<file path="config.mk">
export PLATFORM = sky130hd
export DESIGN_NAME = fp32_maxmin_reduce
export DESIGN_NICKNAME = d
export VERILOG_FILES = /design/src/rtl/fp32_maxmin_reduce.sv
export SDC_FILE = /design/constraint.sdc
export NUM_CORES = 1
export LEC_CHECK = 0
export ABC_AREA = 1
export CAP_MARGIN = 10
export CORE_MARGIN = 1
export CORE_UTILIZATION = 40
export DETAILED_ROUTE_END_ITERATION = 10
export HOLD_SLACK_MARGIN = 0.05
export PLACE_DENSITY = 0.66
export SLEW_MARGIN = 10
export SYNTH_ARGS = -nofsm -noshare
export SYNTH_HDL_FRONTEND = slang
export SYNTH_SLANG_ARGS = --single-unit
</file>
<file path="constraint.sdc">
create_clock -name clk -period 5.3 [get_ports clk]
set_input_delay 1.06 -clock clk [delete_from_list [all_inputs] [get_ports clk]]
set_output_delay 1.06 -clock clk [all_outputs]
set_load 0.01 [all_outputs]
</file>
<file path="src/rtl/fp32_maxmin_reduce.sv">
// fp32_maxmin_reduce: streaming FP32 max/min reduction with first-occurrence indices,
// saturating count and sticky NaN flag, result held on a valid/ready output port.
module fp32_maxmin_reduce #(
    parameter int CNT_WIDTH = 16
) (
    input  logic                 clk,
    input  logic                 rstn,
    input  logic                 i_valid,
    output logic                 i_ready,
    input  logic [31:0]          i_data,
    input  logic                 i_last,
    output logic                 o_valid,
    input  logic                 o_ready,
    output logic [31:0]          o_max,
    output logic [31:0]          o_min,
    output logic [CNT_WIDTH-1:0] o_max_idx,
    output logic [CNT_WIDTH-1:0] o_min_idx,
    output logic [CNT_WIDTH-1:0] o_cnt,
    output logic                 o_nan_err
);
    typedef enum logic {ACC, OUT} state_t;

    state_t               state_q, state_d;
    logic [31:0]          max_q, max_d, min_q, min_d;
    logic [CNT_WIDTH-1:0] max_idx_q, max_idx_d, min_idx_q, min_idx_d, cnt_q, cnt_d;
    logic                 nan_q, nan_d, have_q, have_d;
    logic                 acc, clr, fin, nan, upd_max, upd_min;

    // Total order on non-NaN values: sign first, then magnitude bits (inverted for negatives).
    function automatic logic gt(input logic [31:0] a, input logic [31:0] b);
        return (a[31] != b[31]) ? !a[31] : (a[31] ? (a[30:0] < b[30:0]) : (a[30:0] > b[30:0]));
    endfunction

    always_comb begin
        acc       = (state_q == ACC) && i_valid;
        clr       = (state_q == OUT) && o_ready;
        fin       = acc && i_last;
        nan       = (&i_data[30:23]) && (|i_data[22:0]);
        upd_max   = acc && !nan && (!have_q || gt(i_data, max_q));
        upd_min   = acc && !nan && (!have_q || gt(min_q, i_data));
        have_d    = clr ? 1'b0 : (have_q || (acc && !nan));
        // A vector that closes without any candidate reports all-ones for both extremes.
        max_d     = clr ? '0 : (fin && !have_d) ? '1 : upd_max ? i_data : max_q;
        min_d     = clr ? '0 : (fin && !have_d) ? '1 : upd_min ? i_data : min_q;
        max_idx_d = clr ? '0 : upd_max ? cnt_q : max_idx_q;
        min_idx_d = clr ? '0 : upd_min ? cnt_q : min_idx_q;
        cnt_d     = clr ? '0 : acc ? cnt_q + {{(CNT_WIDTH-1){1'b0}}, ~&cnt_q} : cnt_q;
        nan_d     = clr ? 1'b0 : (nan_q || (acc && nan));
        state_d   = clr ? ACC : fin ? OUT : state_q;
    end

    always_ff @(posedge clk or negedge rstn) begin
        if (!rstn) begin
            state_q   <= ACC;
            max_q     <= '0;
            min_q     <= '0;
            max_idx_q <= '0;
            min_idx_q <= '0;
            cnt_q     <= '0;
            nan_q     <= 1'b0;
            have_q    <= 1'b0;
        end else begin
            state_q   <= state_d;
            max_q     <= max_d;
            min_q     <= min_d;
            max_idx_q <= max_idx_d;
            min_idx_q <= min_idx_d;
            cnt_q     <= cnt_d;
            nan_q     <= nan_d;
            have_q    <= have_d;
        end
    end

    assign i_ready   = (state_q == ACC);
    assign o_valid   = (state_q == OUT);
    assign o_max     = max_q;
    assign o_min     = min_q;
    assign o_max_idx = max_idx_q;
    assign o_min_idx = min_idx_q;
    assign o_cnt     = cnt_q;
    assign o_nan_err = nan_q;
endmodule

</file>
==> run_results.csv <==
group,metric,value,unit
placement,hpwl,14050,um
sta,max_freq,267.2,MHz
floorplanning,die-area,17820,sq um
sta,fin_crit,3.742,ns
critical_path,startpoint_type,"primary input",
power,ir_worst_vdd,0.2385,mV
synthesis,ys.warnings.count,0,
sta,report.final.slew_viol_count,0,
floorplanning,die_h,133.5,um
critical_path,critPathSlowestCell,"nand2_2",
critical_path,max_stage_delay,0.54,ns
detailed_routing,drtPass1Iterations,5,
detailed_routing,wire_per_inst,15.20,um
floorplanning,chipWidth,133.5,um
grt,antenna_found_initial,0,
critical_path,r2r_cells,15,
critical_path,crit_arrival,4.03,ns
clocking,cts_resized,0,
clocking,cts.path.max_buffers,2,
clocking,clk_pin_slew_worst_paths,0.05,ns
power,powerDensity,440.7,nW/um^2
sta,setup_viol_count_final,0,
critical_path,cp_max_fo,32,
placement,port_buffers,151,
critical_path,cp_num_buf_inv,1,
synthesis,syn-num-nets,1026,
detailed_routing,dr.first_iter.drc_count,406,
sta,finalClockSkew,0.006215,ns
clocking,holdBufCountCts,0,
synthesis,synth.distinct_cells,28,
synthesis,postSynth.asyncResetShare,100.0,%
clocking,clock_latency,0.41,ns
clocking,numCtsBuffers,17,
detailed_routing,routed.top_layer,"met4",
min_path,hold_class,"register to register",
grt,grt_pass1_vias,6378,
sta,finalCritPeriodShare,70.60,%
clocking,post_cts_buffers,0,
detailed_routing,drc,0,
synthesis,netlist_area,6917,sq um
detailed_routing,viasPerCell,5.025,
synthesis,netlist_instances,925,
sta,slew_headroom,33.28,%
grt,grt_pass1_wl,32380,um
synthesis,synth-seq-area-share,41.61,%
critical_path,cp.depth,15,
floorplanning,core-area,16760,sq um
critical_path,crit_chain,"clkdlybuf4s50_1 -> ha_1 -> nand2_1 -> nor2_1 -> nand2_1 -> nor3_2 -> nand3b_1 -> nand2_1 -> nand2_1 -> nand2_1 -> nand2_1 -> nand2_2 -> nand2_2 -> nand2_1 -> nand2_1",
sta,setup_tns,0,ns
synthesis,synth_edf_count,0,
clocking,clock-sinks,115,
sta,rsz0062_at_grt,"false",
placement,gp_congestion,0.8241,
clocking,cts_tree,"done",
floorplanning,ios,152,
min_path,worstHoldPathCells,2,
detailed_routing,wl,19670,um
sta,tightest_slew,1.001,ns
finish,synthToLayoutAreaGrowth,31.30,%
sta,hold_violations,0,
grt,grt_remaining_overflow,0,
detailed_routing,wl_met1,8881,um
detailed_routing,wl_met2,9223,um
synthesis,avgSynthCellArea,7.477,sq um
detailed_routing,wl_met3,1327,um
sta,worst_slack,1.558,ns
critical_path,cpMostUsedCell,"nand2_1",
clocking,h-tree-depth,4,
finish,final_cell_mix,"nand2_1, clkdlybuf4s50_1, dfrtp_1",
placement,preCtsSetupSlack,1.084,ns
clocking,root_buffer,"clkbuf_16",
grt,grt_max_degree,79,
critical_path,end_kind,"register",
flow_run,cap_violations,0,
power,p_leak,4.763,nW
critical_path,crit_required,5.59,ns
finish,drive_gt1_share,5.121,%
grt,gr-usage-all-layers,23.12,%
detailed_routing,ant_nets,0,
synthesis,synth_seq_cells,115,
finish,final_common_cell,"nand2_1",
finish,final_net_count,1166,
outcome,status,"completed",
floorplanning,rows,47,
critical_path,crit_type,"primary input to register",
critical_path,path_delay_family,"simple AND/OR/NAND/NOR gates",
floorplanning,start_util,41.27,%
detailed_routing,vias,6502,
finish,n_antenna_cell,0,
synthesis,ys.flop_type,"dfrtp_1",
[power by group]
| group | internal, mW | switching [mW] | total, mW | leakage, nW |
|---|---|---|---|---|
| Sequential | 1.10 | 0.234 | 1.33 | 1.49 |
| Combinational | 0.731 | 0.825 | 1.56 | 2.99 |
| Clock | 0.728 | 0.384 | 1.11 | 0.277 |
[cell families (layout without fill, tap and decap cells)]
group | count (synthesis) | after routing | synth area share [%]
compound gates | 68 | 68 | 5.391
mux | 2 | 2 | 0.3256
simple gates | 515 | 515 | 30.99
buf+inv | 161 | 310 | 10.11
fa+ha+maj | 64 | 64 | 11.58
flops | 115 | 115 | 41.61
[final cells by class]
cell class | count | area [sq um]
multi-input cells | 649 | 3339
clock buffers | 23 | 488.0
repair buffers | 157 | 1554
flip-flops and latches | 115 | 2878
inverters | 125 | 469.2
well taps | 220 | 275.3
clock inverters | 5 | 77.57
fillers | 1595 | 7679
[synth_stat cells, types with 4 or more instances]
cell	number	area (sq um)
a21o_1	4	30.03
dfrtp_1	115	2878
ha_1	64	800.8
inv_1	113	424.2
buf_2	10	50.05
nand3_1	107	535.5
o21ai_0	11	55.05
buf_4	12	90.09
nor3_1	6	30.03
inv_2	12	45.04
clkbuf_1	6	22.52
nand2_1	319	1197
nand2_2	5	31.28
buf_6	5	56.30
nand4_1	14	87.58
nor2_1	58	217.7
a21oi_1	47	235.2
[worst paths after layout]
| check | slack [ns] | startpoint | end |
|---|---|---|---|
| setup / recovery | 1.56 | i_data[30] | o_max[28]$_DFFE_PN0P_ |
| min in group asynchronous | 0.82 | rstn | o_min_idx[9]$_DFFE_PN0P_ |
| hold reg to reg | 0.49 | o_min_idx[13]$_DFFE_PN0P_ | o_min_idx[13]$_DFFE_PN0P_ |
| hold / removal | 0.49 | o_min_idx[13]$_DFFE_PN0P_ | o_min_idx[13]$_DFFE_PN0P_ |
| setup reg to reg | 2.23 | o_max[29]$_DFFE_PN0P_ | o_max[28]$_DFFE_PN0P_ |
| max in group asynchronous | 3.37 | rstn | o_cnt[0]$_DFFE_PN0P_ |
[stage by stage]
stage / power (mW) / instance area [sq um] / instances / utilization (%) / hold slack (ns)
floorplan: 2.162 / 6917 / 925 / - / 0.5195
global placement: 2.877 / 8516 / 1266 / 50.81 / 0.4772
detailed placement: 2.908 / 8516 / 1266 / 50.81 / 0.4826
CTS: 4.030 / 9081 / 1294 / 54.18 / 0.4944
global route: 4.278 / 9081 / 1294 / 54.18 / 0.5183
finish: 4.002 / 9081 / 1294 / 54.18 / 0.4927
[worst min-delay path, delay by kind of cell, from the launching register on]
kind,cells,cell delay (ns)
AND/OR/NAND/NOR,2,0.12
flip-flops,1,0.33
[sequential cells by signal, indices dropped and copies added (netlist names)]
name and flops:
have_q 1, o_cnt 16, o_max 32, o_max_idx 16
o_min 32, o_min_idx 16, o_nan_err 1, o_valid 1
[metal layers]
metal,track usage [%],vias up
li1,-,3218
met1,30.39,3050
met2,37.56,214
met3,6.126,20
met4,6.250,0
met5,0,-
Power figures use the tool's default switching activity.
